### src/rtl/op_sequencer.sv
// Issues a stored program of operation words to a cpu over a start/done handshake.
// Define ISSUE_TIMEOUT_EN to bound each WAIT by TIMEOUT_CYCLES and add a sticky ERR state.
module op_sequencer #(
    parameter int PROG_DEPTH     = 16,
    parameter int TIMEOUT_CYCLES = 1024,
    parameter int OP_W           = 16     // width of one operation word
) (
    input  logic                          clk,
    input  logic                          reset,
    input  logic                          wr_en,
    input  logic [$clog2(PROG_DEPTH)-1:0] wr_addr,
    input  logic [OP_W-1:0]               wr_data,
    output logic                          wr_err,
    input  logic                          run,
    input  logic [$clog2(PROG_DEPTH):0]   prog_len,
    input  logic                          abort,
    output logic [OP_W-1:0]               op,
    output logic                          start,
    input  logic                          done_in,
    output logic                          busy,
    output logic [$clog2(PROG_DEPTH)-1:0] pc,
    output logic                          finished,
    output logic                          timeout_err
);
    localparam int AW = $clog2(PROG_DEPTH);
    localparam logic [AW:0] DEPTH_L = PROG_DEPTH[AW:0];

    typedef enum logic [2:0] {
        IDLE,
        ISSUE,
        WAIT,
        FIN
`ifdef ISSUE_TIMEOUT_EN
        , ERR
`endif
    } state_t;

    logic [OP_W-1:0] mem [PROG_DEPTH];

    state_t          state_reg, state_next;
    logic [AW-1:0]   pc_reg, pc_next;
    logic [AW:0]     len_reg, len_next, len_sat;
    logic [OP_W-1:0] op_reg;
    logic            wr_err_reg;
    logic            load_op, accept_run, wr_ok, last_word, timeout_hit;

    assign len_sat   = (prog_len > DEPTH_L) ? DEPTH_L : prog_len;
    assign last_word = ({1'b0, pc_reg} == (len_reg - 1'b1));
    assign wr_ok     = wr_en && (state_reg == IDLE);

`ifdef ISSUE_TIMEOUT_EN
    localparam int CW = $clog2(TIMEOUT_CYCLES + 1);
    logic [CW-1:0] cnt_reg;
    logic          timeout_err_reg;

    assign timeout_hit = (cnt_reg == CW'(TIMEOUT_CYCLES - 1));

    always_ff @(posedge clk or posedge reset) begin
        if (reset) begin
            cnt_reg         <= '0;
            timeout_err_reg <= 1'b0;
        end else begin
            if (state_reg == ISSUE)
                cnt_reg <= '0;
            else if (state_reg == WAIT)
                cnt_reg <= cnt_reg + 1'b1;
            if (accept_run)
                timeout_err_reg <= 1'b0;
            else if (state_reg == WAIT && state_next == ERR)
                timeout_err_reg <= 1'b1;
        end
    end

    assign timeout_err = timeout_err_reg;
`else
    // The parameter stays referenced so builds without the timeout remain warning-free.
    assign timeout_hit = 1'b0;
    assign timeout_err = (TIMEOUT_CYCLES < 0);
`endif

    always_comb begin
        state_next = state_reg;
        pc_next    = pc_reg;
        len_next   = len_reg;
        load_op    = 1'b0;
        accept_run = 1'b0;
        case (state_reg)
            IDLE:  accept_run = run;
            ISSUE: state_next = abort ? IDLE : WAIT;
            WAIT: begin
                if (abort) begin
                    state_next = IDLE;
                end else if (done_in) begin
                    if (last_word) begin
                        state_next = FIN;
                    end else begin
                        pc_next    = pc_reg + 1'b1;
                        state_next = ISSUE;
                        load_op    = 1'b1;
                    end
                end
`ifdef ISSUE_TIMEOUT_EN
                else if (timeout_hit) begin
                    state_next = ERR;
                end
`endif
            end
            FIN:   state_next = IDLE;
`ifdef ISSUE_TIMEOUT_EN
            ERR: begin
                if (abort)
                    state_next = IDLE;
                else
                    accept_run = run;
            end
`endif
            default: state_next = IDLE;
        endcase
        if (accept_run) begin
            len_next   = len_sat;
            pc_next    = '0;
            state_next = (len_sat == '0) ? FIN : ISSUE;
            load_op    = (len_sat != '0);
        end
    end

    // Program memory has no reset; writes only land while idle.
    always_ff @(posedge clk) begin
        if (wr_ok)
            mem[wr_addr] <= wr_data;
    end

    always_ff @(posedge clk or posedge reset) begin
        if (reset) begin
            state_reg  <= IDLE;
            pc_reg     <= '0;
            len_reg    <= '0;
            op_reg     <= '0;
            wr_err_reg <= 1'b0;
        end else begin
            state_reg  <= state_next;
            pc_reg     <= pc_next;
            len_reg    <= len_next;
            wr_err_reg <= wr_en && (state_reg != IDLE);
            // Forward a same-edge write so a run issued with it sees the new word.
            if (load_op)
                op_reg <= (wr_ok && wr_addr == pc_next) ? wr_data : mem[pc_next];
        end
    end

    assign op       = op_reg;
    assign start    = (state_reg == ISSUE);
    assign finished = (state_reg == FIN);
    assign busy     = (state_reg != IDLE);
    assign pc       = pc_reg;
    assign wr_err   = wr_err_reg;

endmodule

### config.mk
export PLATFORM = sky130hd
export DESIGN_NAME = op_sequencer
export DESIGN_NICKNAME = d
export VERILOG_FILES = /design/src/rtl/op_sequencer.sv
export SDC_FILE = /design/constraint.sdc
export NUM_CORES = 1
export LEC_CHECK = 0
export ABC_CLOCK_PERIOD_IN_PS = 3000
export CORE_ASPECT_RATIO = 0.9
export CORE_UTILIZATION = 54
export CTS_CLUSTER_DIAMETER = 150
export DETAILED_ROUTE_END_ITERATION = 16
export GPL_TIMING_DRIVEN = 0
export PLACE_DENSITY = 0.75
export SYNTH_ARGS = -nofsm -noshare
export SYNTH_HDL_FRONTEND = slang
export SYNTH_SLANG_ARGS = --single-unit
export TNS_END_PERCENT = 20
### constraint.sdc
create_clock -name clk -period 3 [get_ports clk]
set_input_delay 0.6 -clock clk [delete_from_list [all_inputs] [get_ports clk]]
set_output_delay 0.6 -clock clk [all_outputs]
set_load 0.02 [all_outputs]
; Word level (Yosys, flattened, before mapping)
; Memory sizes are Yosys's and may differ from the RTL's. A register that Yosys moved wholly into a read port is not among the register bits.
; Cells that the tools add are included.
[op_classes]
reduce_logical = 7
n_addsub = 2
muxes = 21
n_eq_ne = 6
magnitude_cmp = 1
[ops]
columns = cell, n
row1 = 4-bit two-way mux, 5
row2 = 3-bit two-way mux, 3
row3 = 3-bit case mux with 3 select lines, 1
row4 = 1-bit two-way mux, 8
row5 = "3-bit by 2-bit equality test with 1-bit output, second input constant", 2
row6 = 2-bit two-way mux, 3
row7 = 4-bit by 5-bit equality test with 1-bit output, 1
row8 = "5-bit greater-than comparator, second input constant", 1
row9 = 5-bit logical NOT, 1
row10 = 5-bit two-way mux, 1
row11 = 5-bit nonzero test, 1
row12 = "5-bit by 1-bit subtractor with 5-bit output, second input constant", 1
row13 = "4-bit by 1-bit adder with 4-bit output, second input constant", 1
row14 = "4-bit inequality test, second input constant", 1
row15 = "3-bit by 1-bit equality test with 1-bit output, second input constant", 1
row16 = 3-bit logical NOT, 1
row17 = 3-bit nonzero test, 1
row18 = 1-bit logical AND, 2
row19 = "2-bit inequality test, second input constant", 1
row20 = 2-bit AND reduction, 1
[totals]
ramBits = 256
register_bits = 13
out_inout_bits = 25
inputBits = 31
mem_count = 1
wordCells = 42
[memory_table]
columns = name, words, word_bits, read_ports, rd_ports_with_merged_regs, wr, line
row1 = mem, 16, 16, 1, 1, 1, 38  ; logic [OP_W-1:0] mem [PROG_DEPTH];

; Logic depth before layout (Yosys ltp)
[logic_depth]
ltp_word = 7
mapped_depth = 14

; Worst setup path before layout
; OpenSTA, ideal clock, no wires.
[synth_timing]
kind = register -> register
from = register len_reg[0]
to = register op_reg[13], in the netlist op[13] (read register of mem)
t_arrival_ns = 2.854
path_stages_with_launch = 14
t_required_ns = 2.869
setup_time_ns = 0.131
n_path_buf = 2
setup_slack_ns = 0.016
cell_sequence = dfrtp_1 -> inv_1 -> ha_1 -> nand4b_1 -> a21oi_1 -> o311a_4 -> nor2_2 -> mux2i_2 -> buf_2 -> buf_2 -> mux2i_1 -> a22oi_1 -> o21ai_0 -> a31oi_2
[synth_between]
elab_chain_cells = 7
[synth_rtl]
columns = item, line
row1 = "start, declared", 42  ; logic [AW:0] len_reg, len_next, len_sat;
row2 = "start signal, assigned", 143  ; len_reg <= len_next;
row3 = 5-bit by 1-bit subtractor with 5-bit output *, 48  ; assign last_word = ({1'b0, pc_reg} == (len_reg - 1'b1));
row4 = 4-bit by 5-bit equality test with 1-bit output *, 48
row5 = 4-bit two-way mux or 1-bit two-way mux (tied branches), 94  ; if (last_word) begin
row6 = 4-bit two-way mux or 1-bit two-way mux (tied branches), 93  ; end else if (done_in) begin
row7 = 4-bit two-way mux or 1-bit two-way mux (tied branches), 91  ; if (abort) begin
row8 = 4-bit two-way mux or 1-bit two-way mux (tied branches), 87  ; case (state_reg)
row9 = 4-bit two-way mux or 1-bit two-way mux (tied branches), 119  ; if (accept_run) begin
row10 = "end, declared", 43  ; logic [OP_W-1:0] op_reg;
; Mark *: on every way between the ends. The rest lies on a longest branch, timed or not.
; A chain may end at the register's enable or synchronous reset.

; Worst setup path in the final report
[layout_timing]
from = register len_reg[0]
to = register op_reg[8], in the netlist op[8] (read register of mem)
; Same word-level chain as after synthesis.

==> key figures <==
Worst setup path
  – Element type at the critical path end: flop
  – Worst path top cell family by delay: compound AO/OA/AOI/OAI gates
  – CP Buf/Inv Count: 3
  – Critical path launch point: len_reg[0]
  – Crit Path Class: reg -> reg
  – CP arrival: 3540 ps
  – Worst r2r dst: op[8]
  – Required @ worst endpoint: 3470 ps
  – FF-to-FF Start: len_reg[0]
  – Crit path largest cell delay: 500 ps
  – Critical path fanouts, max: 7
  – Slowest CP cell: or4_4
  – Critical path destination: op[8]
  – Worst setup SP type: flop
  – Crit path depth: 12
  – Cell mode on critical path: a31oi_4
  – Reg2reg setup slack: -70 ps
  – CP cell instances: inv_2 -> ha_4 -> nand4b_1 -> a21oi_2 -> o311a_4 -> or4_4 -> a21o_4 -> a221oi_4 -> buf_4 -> a31oi_4 -> buf_6 -> a31oi_4
  – Worst-case reg-to-reg path depth: 12

Synthesis
  – Gate count after technology mapping: 755
  – Number of synthesized flops with an enable pin: 256
  – Ys flop type: edfxtp_1
  – Seq/Total Area, Yosys: 72.4%
  – YS warnings: 0
  – Seq cells post-synth: 284
  – Distinct cell type count of the synthesized netlist: 53
  – Mapped Avg Cell Area: 15.3 um2
  – Ys async rst share: 9.86%
  – Mapped Area: 11,600 um2
  – Net Count, Synth: 792

Die
  – Initial core utilization: 55.4%
  – Die X: 156 um
  – Die Area: 22,000 um2
  – Rows: 50
  – Ports: 56
  – Core ar.: 20,900 um2
  – Die H: 141 um

Routing
  – Via/cell ratio: 6.21
  – Drc violations: 0
  – Starting DRT DRC Count: 747
  – Post-DRT Antenna Nets: 0
  – Average wire per cell in the routed design: 23.6 um
  – 1st-pass router iterations: 5
  – Total wire length: 27.5 mm
  – Via count: 7,217

GRT
  – Total GRT Usage: 25.5%
  – Global route overflow: 0
  – Met3 Use GR: 3.63%
  – Met1 Track Usage GR: 35.3%
  – Global-route wire length before repair: 41.5 mm
  – Antenna violations before repair: 0
  – Vias in the first global route: 7,272
  – Largest net degree at the start of global routing: 29
  – Met2 usage: 42.5%
  – Most used routing layer: met2

Pwr
  – Sequential power share: 42.3%
  – Worst VDD drop: 0.648 mV
  – Clock network fraction of design power: 29.8%
  – Comb pwr share: 27.9%
  – P_leak: 5.39 nW
  – Int Power: 7.80 mW
  – Total power: 11.2 mW
  – Switching fraction of total power: 30.6%
  – Pwr Density: 800 nW/um2
  – Switching power: 3.44 mW

Placement
  – Post-DP HPWL: 17.7 mm
  – IO Port Bufs: 51
  – Placed cell area: 12,600 um2
  – Routability cong.: 0.904
  – Worst slack, placed: -1040 ps

Min path
  – Hold Path Class: reg -> reg

Final layout
  – Core Util, Final: 67.2%
  – Area Growth Syn to Fin: 21.2%
  – Largest register FFs: 256
  – Layout cells sized above 1: 20.3%
  – Post-route cell area: 14,000 um2
  – ANT cells: 0
  – Nets: 892
  – Most frequent cells in the layout: 256 x edfxtp_1, 80 x mux2i_1, 63 x nand2_1, 51 x clkdlybuf4s50_1, 48 x a21oi_1
  – Commonest non-fill, non-tap cell in the layout: edfxtp_1

Status
  – Failing checks: negative setup slack
  – Status: finished with violations

STA
  – Clock skew: 19.5 ps
  – Hold Fails Final Rpt: 0
  – Endpoints failing setup: 14
  – Fin crit share: 102%
  – RSZ-0062 raised after global routing: yes
  – Slew Viols, Final: 0
  – Setup ws final: -73.0 ps
  – Post-route minimum period: 3070 ps
  – Slew headroom: 18.6%
  – Achievable Freq: 325 MHz
  – Worst-margin pin slew: 1220 ps
  – Hold_ws: 586 ps

Clock network
  – CTS buffer count: 27
  – Clock-pin slew of the registers on the worst-case setup and hold paths: 60 ps
  – CTS tree: yes
  – Root cell of the clock tree: clkbuf_16
  – Clock sink count: 284
  – H-tree depth: 1
  – Clock buffer depth: 3
  – Clock latency on the worst-skew pair: 550 ps

Job
  – Max-cap viol count: 0
==> power by group through the flow <==
| stage | Clock, mW | Sequential [mW] | Combinational, mW |
|---|---|---|---|
| 6_report | 3.34 | 4.76 | 3.14 |
| 5_1_grt | 3.52 | 4.77 | 3.32 |
| 4_1_cts | 3.37 | 4.74 | 2.96 |
| 3_5_place_dp | 0 | 4.81 | 2.71 |
| 3_3_place_gp | 0 | 4.80 | 2.58 |
| 2_1_floorplan | 0 | 4.89 | 1.66 |
==> cell usage after synthesis (all sizes together) (16+ instances only) <==
library cell,n,area share [%]
edfxtp,256,66
mux2i,81,7.0
nand2,66,2.1
a21oi,50,2.2
a22oi,32,2.1
dfrtp,28,6.0
clkbuf,27,0.87
nor2,22,0.76
o21ai,21,0.91
a31oi,18,1.2
buf,18,0.98
a221oi,17,1.4
a22o,16,1.2
a2bb2oi,16,1.2
o22ai,16,0.97
==> worst register-to-register path, cell delays in order, from the launching register on <==
cell	delay (ps)
dfrtp_1	370
inv_2	60
ha_4	170
nand4b_1	110
a21oi_2	70
o311a_4	410
or4_4	500
a21o_4	250
a221oi_4	340
buf_4	180
a31oi_4	150
buf_6	210
a31oi_4	180
==> what timing repair did <==
action / CTS / global route
hold endpoints to repair: 0 / 0
gates cloned: 2 / 0
hold buffers: 0 / 0
setup endpoints to repair: 17 / 16
resized for setup: 79 / 46
pin swaps: 8 / 6
setup buffers: 8 / 2
==> logic make-up after synthesis <==
logic type,share of synthesized area [%]
compound gates,12.0
xor+xnor,0.670
fa+ha+maj,0.648
buf+inv,2.25
flops,72.4
mux,7.03
other cells,0.0324
simple gates,4.97
==> per-layer routing <==
| layer | part of all wire (%) | vias to the layer above | wire length, um |
|---|---|---|---|
| li1 | - | 3156 | - |
| met1 | 41 | 3634 | 11200 |
| met2 | 49 | 367 | 13500 |
| met3 | 7.7 | 60 | 2110 |
| met4 | 2.5 | 0 | 694 |
| met5 | 0 | - | 0 |
==> layout make-up <==
type                            count  area [um2]
Sequential cell                   284        8390
Fill cell                        1428        6850
Multi-Input combinational cell    414        3330
Clock buffer                       38         747
Timing Repair Buffer               72         732
Tap cell                          286         358
Buffer                             44         309
Clock inverter                     12         131
Inverter                           12        47.5
==> per-stage QoR <==
step | TNS (ps) | cells
detailed placement | -18400 | 1101
CTS | 0 | 1160
global placement | -97290 | 1092
floorplan | 0 | 755
global route | -2220 | 1162
finish | -445 | 1162
==> worst min path at each step <==
stage / from / slack, ps / cells past startpoint / endpoint
2_1_floorplan: len_reg[4] / 490 / 2 / len_reg[4]
3_3_place_gp: len_reg[4] / 510 / 2 / len_reg[4]
3_5_place_dp: len_reg[4] / 550 / 2 / len_reg[4]
4_1_cts: len_reg[4] / 570 / 2 / len_reg[4]
5_1_grt: state_reg[0] / 600 / 1 / state_reg[0]
6_report: state_reg[0] / 590 / 1 / state_reg[0]
Note: power is estimated with default switching activity, not from simulation.
